## src/rtl/readdata_queue_if.sv

```systemverilog
// Shared types and the load-return bus for readdata_queue.
// The package holds the data word and decoded load-op types. The interface
// groups the request, memory-response, flush and writeback handshakes.
// The slave modport is the queue's own view of the bus.

package readdata_queue_pkg;

  typedef logic [31:0] word_t;

  typedef enum logic [2:0] {
    OP_LB   = 3'd0,
    OP_LBU  = 3'd1,
    OP_LH   = 3'd2,
    OP_LHU  = 3'd3,
    OP_LW   = 3'd4,
    OP_LWL  = 3'd5,
    OP_LWR  = 3'd6,
    OP_NONE = 3'd7
  } decoded_op_t;

endpackage

interface readdata_queue_if;
  import readdata_queue_pkg::*;

  // load issue
  logic        req_valid;
  logic        req_ready;
  decoded_op_t req_op;
  logic [1:0]  req_addr;
  word_t       req_rt;
  logic [4:0]  req_dst;

  // memory read response
  logic        resp_valid;
  logic        resp_ready;
  word_t       resp_data;

  // pipeline flush
  logic        flush;

  // writeback result
  logic        out_valid;
  logic        out_ready;
  word_t       out_data;
  logic [4:0]  out_dst;

  modport slave (
    input  req_valid, req_op, req_addr, req_rt, req_dst,
    output req_ready,
    input  resp_valid, resp_data,
    output resp_ready,
    input  flush,
    output out_valid, out_data, out_dst,
    input  out_ready
  );

  modport master (
    output req_valid, req_op, req_addr, req_rt, req_dst,
    input  req_ready,
    output resp_valid, resp_data,
    input  resp_ready,
    output flush,
    input  out_valid, out_data, out_dst,
    output out_ready
  );

endinterface

```

## src/rtl/readdata_queue.sv

```systemverilog
// readdata_queue: load-return path of the memory stage.
// Each issued load is queued with its op, byte offset, destination register
// and a drop flag. In-order memory responses pop the head entry. The addressed
// byte, halfword or word is extracted, extended and registered for writeback.
// A flush marks every queued entry as dropped. Dropped entries still consume
// their responses but produce no result.
// Optional feature: define LOAD_UNALIGNED_EN to support LWL/LWR. These merge
// the response with the stored rt value. When the macro is undefined, rt is
// not stored and both ops produce 0.

module readdata_queue
  import readdata_queue_pkg::*;
#(
  parameter int DEPTH = 4
) (
  input logic              clk,
  input logic              resetn,
  readdata_queue_if.slave  bus
);

  localparam int AW = $clog2(DEPTH);
  localparam logic [AW:0] FULL_COUNT = (AW + 1)'(DEPTH);

  typedef struct packed {
    decoded_op_t op;
    logic [1:0]  addr;
    logic [4:0]  dst;
  } meta_t;

  meta_t            meta_mem [DEPTH];
`ifdef LOAD_UNALIGNED_EN
  word_t            rt_mem   [DEPTH];
  word_t            head_rt;
`else
  logic             unused_rt;
`endif
  logic [DEPTH-1:0] drop_q;
  logic [AW-1:0]    wr_ptr;
  logic [AW-1:0]    rd_ptr;
  logic [AW:0]      count;

  logic             out_valid_q;
  word_t            out_data_q;
  logic [4:0]       out_dst_q;

  logic             full;
  logic             empty;
  logic             push;
  logic             pop;
  meta_t            head;
  logic             head_drop;
  word_t            extracted;
  logic [7:0]       byte_sel;
  logic [15:0]      half_sel;

  assign full      = (count == FULL_COUNT);
  assign empty     = (count == '0);
  assign head      = meta_mem[rd_ptr];
  assign head_drop = drop_q[rd_ptr];

  // Both readies depend only on registered state, out_ready and flush.
  // They do not depend on resp_valid.
  assign bus.req_ready  = !full && !bus.flush;
  assign bus.resp_ready = !empty && (head_drop || !out_valid_q || bus.out_ready);

  assign push = bus.req_valid  && bus.req_ready;
  assign pop  = bus.resp_valid && bus.resp_ready;

`ifdef LOAD_UNALIGNED_EN
  assign head_rt = rt_mem[rd_ptr];
`else
  assign unused_rt = ^bus.req_rt;
`endif

  // Entry payload storage, written on push.
  // NOTE: payload arrays have no reset; an entry is only read after a push has
  // written it, and the drop bits, pointers and count carry all reset state.
  always_ff @(posedge clk) begin
    if (push) begin
      meta_mem[wr_ptr] <= '{op: bus.req_op, addr: bus.req_addr, dst: bus.req_dst};
`ifdef LOAD_UNALIGNED_EN
      rt_mem[wr_ptr]   <= bus.req_rt;
`endif
    end
  end

  // FIFO pointers, occupancy and per-entry drop flags.
  // NOTE: sequential state uses non-blocking assignments only, so every
  // always_ff block sees the pre-edge values regardless of evaluation order.
  always_ff @(posedge clk or negedge resetn) begin
    if (!resetn) begin
      wr_ptr <= '0;
      rd_ptr <= '0;
      count  <= '0;
      drop_q <= '0;
    end else begin
      if (push) wr_ptr <= wr_ptr + AW'(1);
      if (pop)  rd_ptr <= rd_ptr + AW'(1);
      count <= count + (AW + 1)'(push) - (AW + 1)'(pop);
      // Flush and push are exclusive because req_ready is low during flush.
      if (bus.flush)  drop_q <= '1;
      else if (push)  drop_q[wr_ptr] <= 1'b0;
    end
  end

  // Select the addressed lane from the response word and extend it.
  always_comb begin
    // NOTE: default assignments first so no path leaves a variable unassigned
    // and no latch is inferred.
    extracted = '0;
    byte_sel  = bus.resp_data[{head.addr, 3'b000} +: 8];
    half_sel  = head.addr[1] ? bus.resp_data[31:16] : bus.resp_data[15:0];
    case (head.op)
      OP_LB:  extracted = {{24{byte_sel[7]}}, byte_sel};
      OP_LBU: extracted = {24'h0, byte_sel};
      OP_LH:  extracted = {{16{half_sel[15]}}, half_sel};
      OP_LHU: extracted = {16'h0, half_sel};
      OP_LW:  extracted = bus.resp_data;
`ifdef LOAD_UNALIGNED_EN
      OP_LWL: begin
        case (head.addr)
          2'd0:    extracted = {bus.resp_data[7:0],  head_rt[23:0]};
          2'd1:    extracted = {bus.resp_data[15:0], head_rt[15:0]};
          2'd2:    extracted = {bus.resp_data[23:0], head_rt[7:0]};
          default: extracted = bus.resp_data;
        endcase
      end
      OP_LWR: begin
        case (head.addr)
          2'd0:    extracted = bus.resp_data;
          2'd1:    extracted = {head_rt[31:24], bus.resp_data[31:8]};
          2'd2:    extracted = {head_rt[31:16], bus.resp_data[31:16]};
          default: extracted = {head_rt[31:8],  bus.resp_data[31:24]};
        endcase
      end
`endif
      default: extracted = '0;
    endcase
  end

  // Writeback output register: load on a live pop; clear on flush or drain.
  always_ff @(posedge clk or negedge resetn) begin
    if (!resetn) begin
      out_valid_q <= 1'b0;
      out_data_q  <= '0;
      out_dst_q   <= '0;
    end else if (bus.flush) begin
      out_valid_q <= 1'b0;
    end else if (pop && !head_drop) begin
      out_valid_q <= 1'b1;
      out_data_q  <= extracted;
      out_dst_q   <= head.dst;
    end else if (bus.out_ready) begin
      out_valid_q <= 1'b0;
    end
  end

  assign bus.out_valid = out_valid_q;
  assign bus.out_data  = out_data_q;
  assign bus.out_dst   = out_dst_q;

endmodule

```

## src/flat_wrapper.sv

```systemverilog
// flat-port wrapper written by rule: the top's interface ports become plain ports
module readdata_queue_flat import readdata_queue_pkg::*;
#(
  parameter int DEPTH = 4
)
  (clk, resetn, bus_req_valid, bus_req_op, bus_req_addr, bus_req_rt, bus_req_dst, bus_req_ready, bus_resp_valid, bus_resp_data, bus_resp_ready, bus_flush, bus_out_valid, bus_out_data, bus_out_dst, bus_out_ready);
  readdata_queue_if bus_i ();
  input logic clk;
  input logic resetn;
  input wire logic [$bits(bus_i.req_valid)-1:0] bus_req_valid;
  input wire logic [$bits(bus_i.req_op)-1:0] bus_req_op;
  input wire logic [$bits(bus_i.req_addr)-1:0] bus_req_addr;
  input wire logic [$bits(bus_i.req_rt)-1:0] bus_req_rt;
  input wire logic [$bits(bus_i.req_dst)-1:0] bus_req_dst;
  output wire logic [$bits(bus_i.req_ready)-1:0] bus_req_ready;
  input wire logic [$bits(bus_i.resp_valid)-1:0] bus_resp_valid;
  input wire logic [$bits(bus_i.resp_data)-1:0] bus_resp_data;
  output wire logic [$bits(bus_i.resp_ready)-1:0] bus_resp_ready;
  input wire logic [$bits(bus_i.flush)-1:0] bus_flush;
  output wire logic [$bits(bus_i.out_valid)-1:0] bus_out_valid;
  output wire logic [$bits(bus_i.out_data)-1:0] bus_out_data;
  output wire logic [$bits(bus_i.out_dst)-1:0] bus_out_dst;
  input wire logic [$bits(bus_i.out_ready)-1:0] bus_out_ready;
  assign bus_i.req_valid = bus_req_valid;
  assign bus_i.req_op = bus_req_op;
  assign bus_i.req_addr = bus_req_addr;
  assign bus_i.req_rt = bus_req_rt;
  assign bus_i.req_dst = bus_req_dst;
  assign bus_req_ready = bus_i.req_ready;
  assign bus_i.resp_valid = bus_resp_valid;
  assign bus_i.resp_data = bus_resp_data;
  assign bus_resp_ready = bus_i.resp_ready;
  assign bus_i.flush = bus_flush;
  assign bus_out_valid = bus_i.out_valid;
  assign bus_out_data = bus_i.out_data;
  assign bus_out_dst = bus_i.out_dst;
  assign bus_i.out_ready = bus_out_ready;
  readdata_queue #(.DEPTH(DEPTH)) u_core (.clk(clk), .resetn(resetn), .bus(bus_i));
endmodule
```

## config.mk

```make
export PLATFORM = sky130hd
export DESIGN_NAME = readdata_queue_flat
export DESIGN_NICKNAME = d
export VERILOG_FILES = /design/src/rtl/readdata_queue_if.sv /design/src/rtl/readdata_queue.sv /design/src/flat_wrapper.sv
export SDC_FILE = /design/constraint.sdc
export NUM_CORES = 1
export LEC_CHECK = 0
export ABC_AREA = 1
export BUFFER_PORTS_ARGS = -buffer_cell sky130_fd_sc_hd__clkbuf_2
export CAP_MARGIN = 20
export CORE_MARGIN = 2
export CORE_UTILIZATION = 50
export CTS_BUF_LIST = sky130_fd_sc_hd__clkbuf_4 sky130_fd_sc_hd__clkbuf_8
export DETAILED_ROUTE_END_ITERATION = 10
export PLACE_DENSITY = 0.74
export SLEW_MARGIN = 5
export SYNTH_ARGS = -nofsm -noshare
export SYNTH_HDL_FRONTEND = slang
export SYNTH_SLANG_ARGS = --single-unit
```

## constraint.sdc

```tcl
create_clock -name clk -period 3 [get_ports clk]
set_input_delay 0.15 -clock clk [delete_from_list [all_inputs] [get_ports clk]]
set_output_delay 0.15 -clock clk [all_outputs]
set_load 0.05 [all_outputs]
```

; Yosys cells after proc, flatten, opt, wreduce, memory -nomap -nowiden
; Memory sizes are Yosys's and may differ from the RTL's.
; Cells that the tools add are included.
[word_totals]
reg_bits = 49
ramBits = 40
inputBits = 80
out_inout_bits = 40
elab_cells = 55
memories = 1
[classes]
addsub = 4
order_cmp = 3
eq_ne = 5
n_shift = 1
mux = 13
bitwise = 3
reduce_logical = 18
[memory_table]
columns = memory, depth, width, read_ports, rd_clocked_by_memory_dff, write_ports, line
row1 = u_core.meta_mem, 4, 10, 1, 0, 1, readdata_queue.sv:30  ; meta_t meta_mem [DEPTH];
[op_table]
columns = op, n
row1 = 32-bit one-hot mux with 5 select lines, 1
row2 = 32-bit by 6-bit variable part select with 8-bit output, 1
row3 = 16-bit 2-to-1 mux, 1
row4 = 4-bit 2-to-1 mux, 2
row5 = 1-bit 2-to-1 mux, 7
row6 = 3-bit by 2-bit == test with 1-bit output (second input constant), 2
row7 = 3-bit == test (second input constant), 2
row8 = 1-bit logical AND, 6
row9 = 3-bit logical NOT, 2
row10 = 2-bit by 3-bit < comparator with 1-bit output (second input constant), 2
row11 = 1-bit logical NOT, 5
row12 = 2-bit by 1-bit adder with 2-bit output (second input constant), 2
row13 = 4-bit bitwise AND, 1
row14 = 4-bit NOT, 1
row15 = 3-bit by 1-bit adder with 3-bit output, 1
row16 = 3-bit by 1-bit == test with 1-bit output (second input constant), 1
row17 = 3-bit nonzero test, 1
row18 = 3-bit by 1-bit subtractor with 3-bit output, 1
row19 = 1-bit binary-select mux with 2-bit select, 1
row20 = 1-bit demux with 2-bit select, 1
row21 = 2-bit by 1-bit greater-or-equal comparator with 1-bit output (second input constant), 1
row22 = 1-bit logical OR, 2
row23 = 2-bit AND reduction, 1
row24 = 2-bit nonzero test, 1
row25 = 1-bit NOT, 1

; Longest topological paths before layout
; Gate-level depths: netlist of run 1.
[logic_depth]
word_depth = 9
depth_mapped = 14
mapped_depth_nobuf = 13

; Worst setup path before layout of run 1
; No wires, ideal clock.
[synth_timing]
kind = flip-flop to flip-flop
from = register u_core.count[2]
to = memory u_core.meta_mem[0][0] (netlist name), enable pin
setup_ns = 0.376
t_arrival_ns = 2.153
required_time_ns = 2.624
path_slack_ns = 0.470
stages_incl_launch_ff = 4
path_buffers = 0
synth_period_minus_slack_ns = 2.530
cell_sequence = dfrtp_1 -> a21oi_1 -> nand2_1 -> nor2_1
[synth_via]
elab_chain_len = 6
[synth_lines]
columns = element, line
row1 = start: declaration, readdata_queue.sv:40  ; logic [AW:0] count;
row2 = start signal: assignment, readdata_queue.sv:99  ; count <= count + (AW + 1)'(push) - (AW + 1)'(pop);
row3 = 3-bit == test, readdata_queue.sv:56  ; assign full = (count == FULL_COUNT);
row4 = 1-bit logical NOT, readdata_queue.sv:63  ; assign bus.req_ready = !full && !bus.flush;
row5 = 1-bit logical AND, readdata_queue.sv:63
row6 = net bus_req_ready, flat_wrapper.sv:15  ; output wire logic [$bits(bus_i.req_ready)-1:0] bus_req_ready;
row7 = 1-bit logical AND, readdata_queue.sv:66  ; assign push = bus.req_valid && bus.req_ready;
row8 = 1-bit 2-to-1 mux, readdata_queue.sv:79  ; if (push) begin
row9 = 1-bit 2-to-1 mux (implied by the code), readdata_queue.sv:80  ; meta_mem[wr_ptr] <= '{op: bus.req_op, addr: bus.req_addr, dst: bus.req_dst};
row10 = end: declaration, readdata_queue.sv:30
; The timed path passes the listed nets, and every way through them passes these cells.

; Worst setup path after layout of run 1
[layout_timing]
from = register u_core.rd_ptr[0]
to = register u_core.count[2]
[layout_via]
elab_chain_len = 7
[layout_lines]
columns = element, line
row1 = start: declaration, readdata_queue.sv:39  ; logic [AW-1:0] rd_ptr;
row2 = start signal: assignment, readdata_queue.sv:98  ; if (pop) rd_ptr <= rd_ptr + AW'(1);
row3 = 1-bit binary-select mux with 2-bit select, readdata_queue.sv:59  ; assign head_drop = drop_q[rd_ptr];
row4 = 1-bit 2-to-1 mux (implied by the code), readdata_queue.sv:59
row5 = 1-bit logical OR (2 in series), readdata_queue.sv:64  ; assign bus.resp_ready = !empty && (head_drop || !out_valid_q || bus.out_ready);
row6 = 1-bit logical AND, readdata_queue.sv:64
row7 = 1-bit logical AND, readdata_queue.sv:67  ; assign pop = bus.resp_valid && bus.resp_ready;
row8 = net u_core.pop, readdata_queue.sv:49  ; logic pop;
row9 = 3-bit by 1-bit subtractor with 3-bit output, readdata_queue.sv:99
; The timed path passes the listed nets, and every way through them passes these cells. The select of a mux whose other input is x is not followed.
; A chain may end at the register's enable or synchronous reset.

==> results of run 1 <==
-- cell families after synthesis --
family | Yosys count | share of synthesized area (%)
buffers and inverters | 73 | 8.043
adders and majority gates | 7 | 2.038
AOI/OAI and AO/OA | 21 | 2.386
DFF | 89 | 52.01
and+or+nand+nor | 369 | 34.58
xor gates and xnor gates | 5 | 0.9383
-- area by class of cell --
cell class,instances,area [µm²]
Clock buffer,9,123.9
Clock inverter,7,62.56
Fill cell,840,3800
Inverter,48,180.2
Multi-Input combinational cell,402,1867
Sequential cell,89,2427
Tap cell,111,138.9
Timing Repair Buffer,102,553.0
-- cells in the mapped netlist (all sizes together) --
cell type    n  area [µm²]
a21oi        1       5.000
nand2      255       989.7
o22ai        5       31.28
clkbuf       5       18.77
nand3       52       335.3
nor2        53       232.7
xor2         4       35.03
xnor2        1       8.760
edfxtp      40        1201
dfrtp       49        1226
ha           6       75.07
o21ai       15       75.07
buf         20       176.4
nand4        9       56.30
fa           1       20.02
inv         48       180.2
-- worst register-to-register path, cell delays in order (launching register included) --
cell and delay [ns]:
dfrtp_1 0.40, buf_4 0.21, nand2_1 0.07, nand3_1 0.07, nand2_1 0.10, nand3_2 0.08, nand3_2 0.12, inv_1 0.06
ha_1 0.27, inv_1 0.04, ha_1 0.18, fa_1 0.38, xnor2_1 0.20, xor2_1 0.15
-- cells in the final DEF (no fill, tap or decap) --
cell	n
a21oi_1	1
buf_4	13
clkbuf_2	87
clkbuf_8	9
clkinvlp_4	3
dfrtp_1	49
dlygate4sd3_1	2
edfxtp_1	40
fa_1	1
ha_1	6
inv_1	41
inv_2	7
inv_6	2
inv_8	2
nand2_1	246
nand2_2	7
nand2_4	2
nand3_1	40
nand3_2	10
nand3_4	2
nand4_1	9
nor2_1	48
nor2_2	2
nor2_4	2
nor2_8	1
o21ai_0	15
o22ai_1	5
xnor2_1	1
xor2_1	4
-- routing by layer --
metal,vias to the layer above,wire [µm]
li1,1952,-
met1,1838,4711
met2,143,5234
met3,11,736
met4,0,106
met5,-,0
-- final timing paths --
path / startpoint / end / slack [ns] / depth (start not counted)
max: u_core.rd_ptr[0] / u_core.count[2] / 0.60 / 13
min: bus_req_op[1] / u_core.meta_mem[1][8] / 0.01 / 1
max reg2reg: u_core.rd_ptr[0] / u_core.count[2] / 0.60 / 13
min reg2reg: u_core.bus.out_dst[4] / u_core.bus.out_dst[4] / 0.48 / 2
max in group asynchronous: resetn / u_core.bus.out_dst[2] / 1.80 / 3
min in group asynchronous: resetn / u_core.bus.out_data[6] / 0.41 / 2
-- sequential cells by signal, indices dropped and copies added (netlist names) --
name / cells
u_core.count: 3
u_core.rd_ptr: 2
u_core.bus.out_valid: 1
u_core.bus.out_data: 32
u_core.meta_mem: 40
u_core.wr_ptr: 2
u_core.bus.out_dst: 5
u_core.drop_q: 4
-- timing repair --
item                                    CTS  global route
hold buffers                              2             0
hold endpoints to repair                 36             0
endpoints found under the setup margin    0             0
-- power breakdown --
group / switching (mW) / internal [mW] / total (mW)
registers: 0.176 / 1.60 / 1.78
logic: 2.42 / 0.900 / 3.32
clock network: 0.485 / 0.319 / 0.803
total: 3.09 / 2.82 / 5.91
-- per-stage QoR --
step                      cells  power [mW]  hold WS, ns  setup slack [ns]
after global routing        768       6.334     0.004218            0.4343
final                       768       5.907      0.01280            0.6008
after CTS                   768       5.935     0.005294            0.5738
after floorplan             564       4.486      -0.1456            0.4705
after global placement      750       5.050       0.2842            0.6430
after detailed placement    750       5.130       0.2986            0.5817
==> reports/qor.yml, run 1 <==
timing:
  grt_setup_unrepaired: "no"
  tns_ns: 0
  skew_ns: 0.01722
  hold_viol: 0
  setup_viol: 0
  period_needed_ns: 2.399
  post-route-period-util_pct: 79.97
  relSlewSlack_pct: 43.71
  final-max-slew-violation-count: 0
  fmax_mhz: 416.8
  worst_pin_slew_ns: 0.8444
worst_setup_path:
  crit_fanout: 22
  cp_slowest_cell: "dfrtp_1"
  critical_path_arrival_ns: 2.69
  start_kind: "flip-flop"
  crit_chain: "buf_4, nand2_1, nand3_1, nand2_1, nand3_2, nand3_2, inv_1, ha_1, inv_1, ha_1, fa_1, xnor2_1, xor2_1"
  worstSetupEndpointType: "flip-flop"
  slowest_delay_ns: 0.40
  crit_required_ns: 3.29
  path_class: "flip-flop to flip-flop"
  crit_family: "adder cells"
  path_buf_inv: 3
clocking:
  htree_levels: 3
  cts_root_buffer: "clkbuf_8"
  path_clk_slew_ns: 0.10
  ctsResizeCount: 0
  cts_max_path_buffers: 2
  cts_tree: "done"
  numCtsBuffers: 9
  clock-sinks: 89
  clk_latency_ns: 0.36
  post-cts-setup-buffer-count: 0
placed_design:
  io_buffers: 87
  place.detailed.hpwl_mm: 7.676
  place_area_um2: 5146
  gp_congestion: 0.8852
routing:
  drc: 0
  avgViaCountPerCell: 5.135
  num_vias: 3944
  detail_route.wl_per_cell_um: 14.05
  first_pass_iters: 5
  wl_mm: 10.79
  drtIter0Drc: 240
  postRouteAntennaNets: 0
grt:
  met3_usage_pct: 3.537
  grtUsageMet2_pct: 36.97
  globalRouteMet1Util_pct: 28.95
  grt_first_pass_wirelength_mm: 17.17
  grt_util_all_layers_pct: 21.85
  antenna_found_initial: 0
  grt_pass1_vias: 3645
  grt_overflow_total: 0
  grt_most_used_layer: "met2"
  grt_max_degree: 38
floorplan:
  rows: 35
  start_util_pct: 50.99
  die_height_um: 100.6
  fp.dieW_um: 100.6
  coreArea_um2: 9153
  io_pins: 120
  dieArea_um2: 10120
run:
  cap_violations: 0
pwr:
  p_leak_nw: 2.877
  p_per_area_nw_per_um2: 1104
  ir_drop_v: 0.0003820
synth:
  syn_area_um2: 4667
  yosysSeqAreaShare_pct: 52.01
  synth_fp_nets: 651
  yosysWarnings: 0
  synth_seq_cells: 89
  synth_cell_types: 26
  synth_area_per_cell_um2: 8.275
  netlist_instances: 564
layout:
  final_area_um2: 5353
  n_antenna_cell: 0
  syn2layout_area_growth_pct: 14.69
  nNetsFinal: 739
  final_util_pct: 58.48
  drive_gt1_share_pct: 22.68
run_status:
  status: "finished, final reports clean"
min_path:
  hold_class: "input port to flip-flop"
No activity file was read; power rests on OpenSTA's default activity.
==> run 2: changes to the inputs <==
- clock period: 3 -> 2.5 ns (I/O delays scaled with it)
==> reports/qor.yml, run 2 (synthesis results as in run 1) <==
grt:
  grt_max_degree: 38  # unchanged
  grt_overflow_total: 0  # unchanged
  antenna_found_initial: 0  # unchanged
  grt_pass1_vias: 3748  # +2.8%
  grt_first_pass_wirelength_mm: 17.49  # +1.8%
  grt_util_all_layers_pct: 22.17  # +0.33 points
floorplan:
  fp.dieW_um: 100.6  # unchanged
  io_pins: 120  # unchanged
  coreArea_um2: 9153  # unchanged
  die_height_um: 100.6  # unchanged
  dieArea_um2: 10120  # unchanged
  start_util_pct: 50.99  # unchanged
  rows: 35  # unchanged
placed_design:
  place_area_um2: 5187  # +0.80%
  dp.cells: 755  # +0.67%
  io_buffers: 87  # unchanged
  place.detailed.hpwl_mm: 7.741  # +0.84%
  gp_congestion: 0.8955  # +1.2%
  pre_cts_slack_ns: 0.2081  # -0.3736 ns
layout:
  n_antenna_cell: 0  # unchanged
  nNetsFinal: 754  # +2.0%
  top_register: "u_core.meta_mem"
  drive_gt1_share_pct: 23.36  # +0.68 points
  final_area_um2: 5568  # +4.0%
  final_cells: 783  # +2.0%
  largest_reg_flops: 40  # unchanged
  syn2layout_area_growth_pct: 19.30
  layout_common_cells: "nand2_1 (246), clkbuf_2 (87), nor2_1 (48), dfrtp_1 (48), inv_1 (41)"
  mostFrequentLayoutCell: "nand2_1"
timing:
  grt_setup_unrepaired: "no"
  post-route-period-util_pct: 90.54  # +11 points
  relSlewSlack_pct: 70.94  # +27 points
  setup_ws_ns: 0.2365  # -0.3643 ns
  final-max-slew-violation-count: 0  # unchanged
  period_needed_ns: 2.264  # -0.1357 ns
  hold_viol: 0  # unchanged
  fmax_mhz: 441.8  # +6.0%
  skew_ns: 0.01907  # +0.001843 ns
  tns_ns: 0  # unchanged
  worst_pin_slew_ns: 0.4354  # -0.4090 ns
  setup_viol: 0  # unchanged
pwr:
  ir_drop_v: 0.0005654  # +48%
  p_leak_nw: 2.979  # +3.5%
  p_per_area_nw_per_um2: 1327  # +20%
worst_setup_path:
  crit_required_ns: 2.78  # -0.51 ns
  critical_path_arrival_ns: 2.54  # -0.15 ns
  path_class: "flip-flop to flip-flop"
  regToRegSetupSlack_ns: 0.24  # -0.36 ns
  worstSetupEndpointType: "flip-flop"
  crit_fanout: 5  # -77%
  reg2reg_depth: 13  # unchanged
  start_kind: "flip-flop"
clocking:
  cts_tree: "done"
  path_clk_slew_ns: 0.10  # about the same
  clock-sinks: 89  # unchanged
  clk_latency_ns: 0.36  # about the same
  htree_levels: 3  # unchanged
  cts_root_buffer: "clkbuf_8"
  cts_max_path_buffers: 2  # unchanged
  numCtsBuffers: 9  # unchanged
routing:
  avgViaCountPerCell: 5.036  # -1.9%
  num_vias: 3943  # -0.025%
  postRouteAntennaNets: 0  # unchanged
  drtIter0Drc: 169  # -30%
  first_pass_iters: 5  # unchanged
  wl_mm: 10.75  # -0.35%
  drc: 0  # unchanged
  detail_route.wl_per_cell_um: 13.73  # -2.3%
run:
  cap_violations: 0  # unchanged
min_path:
  hold_class: "input port to flip-flop"
  min_path_cells: 4  # +3
run_status:
  status: "finished, final reports clean"
-- run 2: repair_timing --
| item | in CTS | in global routing |
|---|---|---|
| endpoints found under the setup margin | 0 | 1 |
| gates resized for setup | 0 | 1 |
| buffers inserted | 0 | 0 |
| hold buffers | 11 | 0 |
| endpoints found under the hold margin | 75 | 0 |
-- run 2: worst max-delay path, stage by stage, from the launching register on --
cell,delay [ns]
dfrtp_2,0.41
inv_2,0.06
nand2_1,0.05
nand3_1,0.07
nand2_1,0.11
nand3_2,0.08
nand3_2,0.11
inv_1,0.05
ha_1,0.26
inv_1,0.04
ha_1,0.18
fa_1,0.38
xnor2_1,0.20
xor2_1,0.18
-- run 2: where the power goes --
part | switching [mW] | internal (mW)
logic | 2.91 | 1.12
registers | 0.217 | 1.93
clock network | 0.539 | 0.674
-- run 2: layer usage --
layer  wire, µm  global-route usage [%]
met5          0                       0
met4        241                   8.641
met3        640                   3.675
met2       5213                   38.00
met1       4656                   28.07
-- run 2: final timing paths --
path	startpoint	endpoint
setup / recovery	u_core.rd_ptr[0]	u_core.count[2]
max in group asynchronous	resetn	u_core.rd_ptr[0]
setup reg to reg	u_core.rd_ptr[0]	u_core.count[2]
hold / removal	bus_out_ready	u_core.bus.out_valid
min in group asynchronous	resetn	u_core.bus.out_data[9]
hold reg to reg	u_core.bus.out_dst[3]	u_core.bus.out_dst[3]
-- run 2: cell type report --
cell class	count	area [µm²]
multi-input combinational	402	1871
tap	111	138.9
clock buffer	9	123.9
sequential	89	2429
timing repair buffer	117	700.7
clock inverter	7	125.1
inverter	48	180.2
fill	821	3585
-- run 2: stage by stage --
step / util (%) / hold slack (ns) / total power [mW]
floorplan: - / -0.1706 / 5.387
global placement: 56.68 / 0.3291 / 6.114
detailed placement: 56.68 / 0.3504 / 6.197
CTS: 60.60 / 0.02291 / 7.440
global route: 60.83 / 0.05675 / 7.942
finish: 60.83 / 0.03173 / 7.386
